==> config.mk <==
export PLATFORM = sky130hd
export DESIGN_NAME = sweep_compare_ctrl
export DESIGN_NICKNAME = d
export VERILOG_FILES = /design/src/rtl/sweep_compare_ctrl.sv
export SDC_FILE = /design/constraint.sdc
export NUM_CORES = 1
export LEC_CHECK = 0
export ABC_AREA = 1
export BUFFER_PORTS_ARGS = -buffer_cell sky130_fd_sc_hd__buf_4
export CAP_MARGIN = 25
export CELL_PAD_IN_SITES_DETAIL_PLACEMENT = 2
export CELL_PAD_IN_SITES_GLOBAL_PLACEMENT = 2
export CORE_MARGIN = 1
export CORE_UTILIZATION = 30
export CTS_CLUSTER_DIAMETER = 40
export CTS_CLUSTER_SIZE = 8
export DETAILED_ROUTE_END_ITERATION = 16
export HOLD_SLACK_MARGIN = 0.02
export PLACE_DENSITY_LB_ADDON = 0.1
export REMOVE_ABC_BUFFERS = 1
export SYNTH_ARGS = -nofsm -noshare
export SYNTH_HDL_FRONTEND = slang
export SYNTH_SLANG_ARGS = --single-unit
==> constraint.sdc <==
create_clock -name clk -period 1.5 [get_ports clk]
set_input_delay 0.225 -clock clk [delete_from_list [all_inputs] [get_ports clk]]
set_output_delay 0.225 -clock clk [all_outputs]
set_load 0.01 [all_outputs]
==> src/rtl/sweep_compare_ctrl.sv <==
// ---------------------------------------------------------------------------
// sweep_compare_ctrl
//
// Exhaustive self-check sequencer for a WIDTH-input boolean datapath. Every
// code 0 .. 2^WIDTH-1 is driven on x to two implementations (A: mux-based,
// B: gate-based). Each code is held HOLD_CYCLES cycles to settle, then both
// outputs are compared in a single COMPARE cycle. The block reports pass/fail,
// how many codes mismatched and the first failing code.
//
// Parameters:
//   WIDTH        width of the code x (sweep covers 2^WIDTH codes)
//   HOLD_CYCLES  settle cycles per code before sampling (>= 1)
//
// Optional build macro:
//   SWEEP_STOP_ON_FAIL_EN  when defined, the first mismatch ends the sweep
//                          with x held at the failing code.
//
// Ports:
//   clk               system clock, rising edge
//   rst               asynchronous reset, active-high
//   start             level-sampled sweep request (ignored while busy)
//   x                 code driven to both implementations
//   f_a, f_b          outputs of implementation A and B
//   busy              high while settling or comparing
//   done              high once the sweep has finished, until the next start
//   pass              high in done when no mismatch was seen
//   mismatch_count    number of codes where f_a != f_b
//   first_fail_valid  a mismatch has been recorded in this sweep
//   first_fail_vec    code of the first mismatch (0 when none)
// ---------------------------------------------------------------------------
module sweep_compare_ctrl #(
    parameter int WIDTH       = 4,
    parameter int HOLD_CYCLES = 4
) (
    input  logic             clk,
    input  logic             rst,
    input  logic             start,
    output logic [WIDTH-1:0] x,
    input  logic             f_a,
    input  logic             f_b,
    output logic             busy,
    output logic             done,
    output logic             pass,
    output logic [WIDTH:0]   mismatch_count,
    output logic             first_fail_valid,
    output logic [WIDTH-1:0] first_fail_vec
);

    typedef enum logic [1:0] {
        S_IDLE,
        S_SETTLE,
        S_COMPARE,
        S_DONE
    } state_t;

    // A one-cycle hold still needs a one-bit counter.
    localparam int CNT_W = (HOLD_CYCLES > 1) ? $clog2(HOLD_CYCLES) : 1;

    localparam logic [CNT_W-1:0] HOLD_LAST = CNT_W'(HOLD_CYCLES - 1);
    localparam logic [CNT_W-1:0] HOLD_ONE  = CNT_W'(1);
    localparam logic [WIDTH-1:0] X_LAST    = '1;
    localparam logic [WIDTH-1:0] X_ONE     = WIDTH'(1);
    localparam logic [WIDTH:0]   CNT_ONE   = (WIDTH + 1)'(1);

    state_t             r_state;
    state_t             w_next_state;
    logic [WIDTH-1:0]   r_x;
    logic [CNT_W-1:0]   r_hold_cnt;
    logic [WIDTH:0]     r_mismatch_count;
    logic               r_first_fail_valid;
    logic [WIDTH-1:0]   r_first_fail_vec;

    logic               w_mismatch;
    logic               w_hold_end;
    logic               w_last_code;
    logic               w_stop;
    logic               w_launch;

    assign w_mismatch  = f_a ^ f_b;
    assign w_hold_end  = (r_hold_cnt == HOLD_LAST);
    assign w_last_code = (r_x == X_LAST);
    // A new sweep may only be launched from an idle or finished sequencer.
    assign w_launch    = start && ((r_state == S_IDLE) || (r_state == S_DONE));

`ifdef SWEEP_STOP_ON_FAIL_EN
    assign w_stop = w_last_code || w_mismatch;
`else
    assign w_stop = w_last_code;
`endif

    // State register.
    // NOTE: sequential state uses non-blocking assignments so every register
    // updates from the same pre-edge values, independent of statement order.
    always_ff @(posedge clk or posedge rst) begin
        if (rst) begin
            r_state <= S_IDLE;
        end else begin
            r_state <= w_next_state;
        end
    end

    // Next-state logic.
    // NOTE: the default assignment first keeps every path driven, so no
    // latch is inferred when a branch leaves the state unchanged.
    always_comb begin
        w_next_state = r_state;
        case (r_state)
            S_IDLE, S_DONE: if (start)      w_next_state = S_SETTLE;
            S_SETTLE:       if (w_hold_end) w_next_state = S_COMPARE;
            S_COMPARE:      w_next_state = w_stop ? S_DONE : S_SETTLE;
            default:        w_next_state = S_IDLE;
        endcase
    end

    // Sweep datapath: code, settle counter and result registers.
    always_ff @(posedge clk or posedge rst) begin
        if (rst) begin
            r_x                <= '0;
            r_hold_cnt         <= '0;
            r_mismatch_count   <= '0;
            r_first_fail_valid <= 1'b0;
            r_first_fail_vec   <= '0;
        end else if (w_launch) begin
            r_x                <= '0;
            r_hold_cnt         <= '0;
            r_mismatch_count   <= '0;
            r_first_fail_valid <= 1'b0;
            r_first_fail_vec   <= '0;
        end else begin
            case (r_state)
                S_SETTLE: begin
                    r_hold_cnt <= w_hold_end ? '0 : r_hold_cnt + HOLD_ONE;
                end
                S_COMPARE: begin
                    if (w_mismatch) begin
                        r_mismatch_count <= r_mismatch_count + CNT_ONE;
                        if (!r_first_fail_valid) begin
                            r_first_fail_valid <= 1'b1;
                            r_first_fail_vec   <= r_x;
                        end
                    end
                    // On the final (or stopping) compare x is left on the
                    // last code driven.
                    if (!w_stop) begin
                        r_x        <= r_x + X_ONE;
                        r_hold_cnt <= '0;
                    end
                end
                default: ;
            endcase
        end
    end

    assign x                = r_x;
    assign busy             = (r_state == S_SETTLE) || (r_state == S_COMPARE);
    assign done             = (r_state == S_DONE);
    assign pass             = done && (r_mismatch_count == '0);
    assign mismatch_count   = r_mismatch_count;
    assign first_fail_valid = r_first_fail_valid;
    assign first_fail_vec   = r_first_fail_vec;

endmodule

==> summary.md <==
| Metric | Value |
|---|---|
| Status | `completed` |
| H-Tree Depth | `1` |
| RSZ-0062 raised after global routing | `yes` |
| Tightest Hold Check Type | `in2reg` |
| TritonCTS buffer count | `3` |
| Slew Limit Headroom | `81.0%` |
| Global-route wire length before repair | `5040 um` |
| Worst Path Arrival | `1.26 ns` |
| LEAKAGE | `between 0.7 and 0.8 nW` |
| Initial DRC count | `32` |
| Netlist cell types | `18` |
| Power share of the combinational group | `around a quarter` |
| Die ar. | `about 3700 sq um` |
| Synth cell count leaders | `nand2_1, dfrtp_1, inv_1, nand3_1, nor2_1` |
| Max-Cap Viols | `0` |
| Worst-Margin Slew | `about 0.29 ns` |
| Residual DRC | `0` |
| Final hold violations | `0` |
| Pre-antenna DRT Iters | `3` |
| Crit-path cells | `inv_1, ha_1, inv_2, buf_4` |
| Clk network pwr share | `24.8%` |
| P_sw | `roughly 380 uW` |
| Die X-Extent | `61.1 um` |
| Top cell type's share of synthesized area | `43.1%` |
| FF-to-FF setup slack | `roughly 0.060 ns` |
| Via count | `1051` |
| Vias per cell | `4.87` |
| EDFF count, synth | `0` |
| Clock skew | `around 0.0016 ns` |
| Largest net degree at the start of global routing | `19` |
| CP required | `approximately 1.3 ns` |
| Simple-gate area share of the yosys netlist | `33.9%` |
| Syn Std Cell Area | `approximately 1000 sq um` |
| Most common cell in the netlist | `nand2_1` |
| Total gr overflow | `0` |
| Max IR drop VDD | `408 uV` |
| Sequential power share | `50.1%` |
| Design area | `1460 sq um` |
| R2R Path Start | `r_state[0]` |
| Fin crit share | `99.0%` |
| Fmax | `674 MHz` |
| All-Layer GR Usage | `between 10% and 20%` |
| Ys flop type | `dfrtp_1` |
| Reg2reg end | `mismatch_count[0]` |
| Mux share of post-synthesis cell area | `0%` |
| PD cells | `between 800 and 900 nW/um^2` |
| Switch share | `31.4%` |
| Largest family of logic cells by synthesized area | `simple AND/OR/NAND/NOR gates` |
| HPWL after detailed placement | `2380 um` |
| Worst Setup Start Kind | `register` |
| XOR/XNOR share of the synthesized area | `0.837%` |
| CTS root buffer | `clkbuf_4` |
| Dominant cells by area after synthesis | `dfrtp_1, nand2_1, ha_1` |
| Fin crit period | `1.48 ns` |
| # diodes | `0` |
| Initial Utilization | `31.3%` |
| Endpoints failing setup | `0` |
| Seq cells post-synth | `18` |
| # port buffers | `21` |
| CP Max Fanout | `3` |
| Core area | `around 3300 sq um` |
| CTS tree | `yes` |
| Post-synthesis sequential area ratio | `43.1%` |
| Max Slew Vio Count | `0` |
| Worst Setup End Kind | `primary output` |
| Internal cell power | `825 uW` |
| Layout cells sized above 1 | `33.5%` |
| Num rows | `21` |
| FF-to-FF path depth | `7` |
| Antenna-violating nets left | `0` |
| Worst-skew pair later-pin latency | `around 0.29 ns` |
| Die Span Y | `61.1 um` |
| Nets | `about 180` |
| Total number of yosys warnings | `0` |
| Gate Count Post-Synth | `134` |
| Compound-Gate Fraction of Synth Area | `roughly 3.8%` |
| Overall Power | `1.20 mW` |
| Worst Hold End | `r_state[1]` |
| I/O pins | `22` |
| Clock transition at path regs | `0.10 ns` |
| Initial antenna violation count | `0` |
| Area after DPL | `~1300 sq um` |
| Clock Sinks | `18` |
| Fraction of the mapped netlist area in adder cells | `9.57%` |
| Vias in the first global route | `1113` |
| Hold Startpoint | `start` |
| Largest area contributor in the netlist | `dfrtp_1` |
| Slowest Stage Delay on Critical Path | `0.38 ns` |
| DR WL/cell | `14.6 um` |
| Hold depth | `4` |
| RD Place Congestion | `0.735` |
| Slowest stage cell, crit path | `dfrtp_1` |
| Area Overhead vs Synth | `40.0%` |
| Post-synth ARST share | `100%` |
| Clock tree buffer depth | `2` |
| Mean Syn Cell Area | `7.81 sq um` |
| CP Class | `reg2out` |
| Total Routed Length | `3160 um` |
## how the worst max path moves through the flow
stage / startpoint / end / slack (ns) / cells past startpoint
final: r_state[0] / busy / 0.02 / 4
after global routing: r_state[1] / pass / -0.08 / 5
after CTS: r_state[1] / pass / -0.06 / 5
after detailed placement: r_state[1] / r_state[0] / -0.05 / 7
after global placement: r_state[1] / r_state[0] / 0.04 / 7
after floorplan: r_state[0] / r_hold_cnt[0] / -0.17 / 8
## sequential cells by signal, indices dropped and copies added, names as in the netlist
signal            flops
mismatch_count        5
r_hold_cnt            2
first_fail_valid      1
first_fail_vec        4
x                     4
r_state               2
## through the flow
| stage | utilization [%] | hold WS, ns | worst slack, ns | TNS [ns] | std cells |
|---|---|---|---|---|---|
| after global placement | 39.3 | 0.264 | 0.0387 | 0 | 206 |
| after detailed placement | 39.3 | 0.297 | -0.0520 | -0.114 | 206 |
| after global routing | 43.9 | 0.261 | -0.0795 | -0.219 | 216 |
| after CTS | 42.3 | 0.236 | -0.0553 | -0.0553 | 214 |
| after floorplan | - | 0.164 | -0.171 | -0.455 | 130 |
| final | 43.9 | 0.243 | 0.0155 | 0 | 216 |
## layout make-up
cell class	count	area, sq um
Multi-Input combinational cell	95	563
Inverter	17	63.8
Timing Repair Buffer	36	293
Tap cell	46	57.6
Clock buffer	4	36.3
Fill cell	388	1870
Sequential cell	18	450
## layout by cell type, fill, tap and decap left out
cell type	Yosys	layout
a21oi_1	2	1
a21oi_2	0	1
buf_12	0	1
buf_4	1	32
buf_6	1	2
clkbuf_4	0	3
clkbuf_8	0	1
dfrtp_1	18	18
dlygate4sd3_1	0	1
ha_1	8	5
ha_2	0	1
ha_4	0	2
inv_1	17	12
inv_2	0	5
nand2_1	34	33
nand2_2	1	2
nand2_4	1	1
nand3_1	17	16
nand3_2	0	1
nand4_1	9	9
nor2_1	12	11
nor2_2	1	1
nor2_4	0	1
nor3_2	0	2
o21ai_0	6	4
o21ai_1	0	1
o21ai_2	0	1
or2_1	0	1
xor2_1	1	1
## critical path, delay by kind of cell, from the launching register on
kind / cells / cell delay (ns)
fa+ha+maj: 1 / 0.33
flops: 1 / 0.38
buf+inv: 3 / 0.27
## per-layer routing
metal | share of wire [%] | global-route usage (%) | vias up
li1 | - | - | 504
met1 | 43 | 22.2 | 530
met2 | 54 | 34.2 | 15
met3 | 2.6 | 3.99 | 2
met4 | 0.38 | 2.27 | 0
met5 | 0 | 0 | -
## repair_timing
item	in CTS	in global routing
hold buffers	1	0
hold endpoints to repair	18	0
buffers inserted	3	2
resized for setup	10	13
endpoints found under the setup margin	4	13
pin swaps	1	3
## power by group through the flow
stage	Sequential [mW]	Combinational, mW	Clock (mW)
floorplan	0.623	0.108	0
global placement	0.619	0.231	0
detailed placement	0.622	0.242	0
CTS	0.596	0.293	0.312
global route	0.613	0.340	0.328
finish	0.603	0.303	0.298
## logic make-up (layout without fill, tap and decap cells)
group           Yosys count  after routing
compound gates            8              8
xor+xnor                  1              1
fa+ha+maj                 8              8
buf+inv                  21             57
flops                    18             18
simple gates             78             78
No activity file was read; power rests on OpenSTA's default activity.
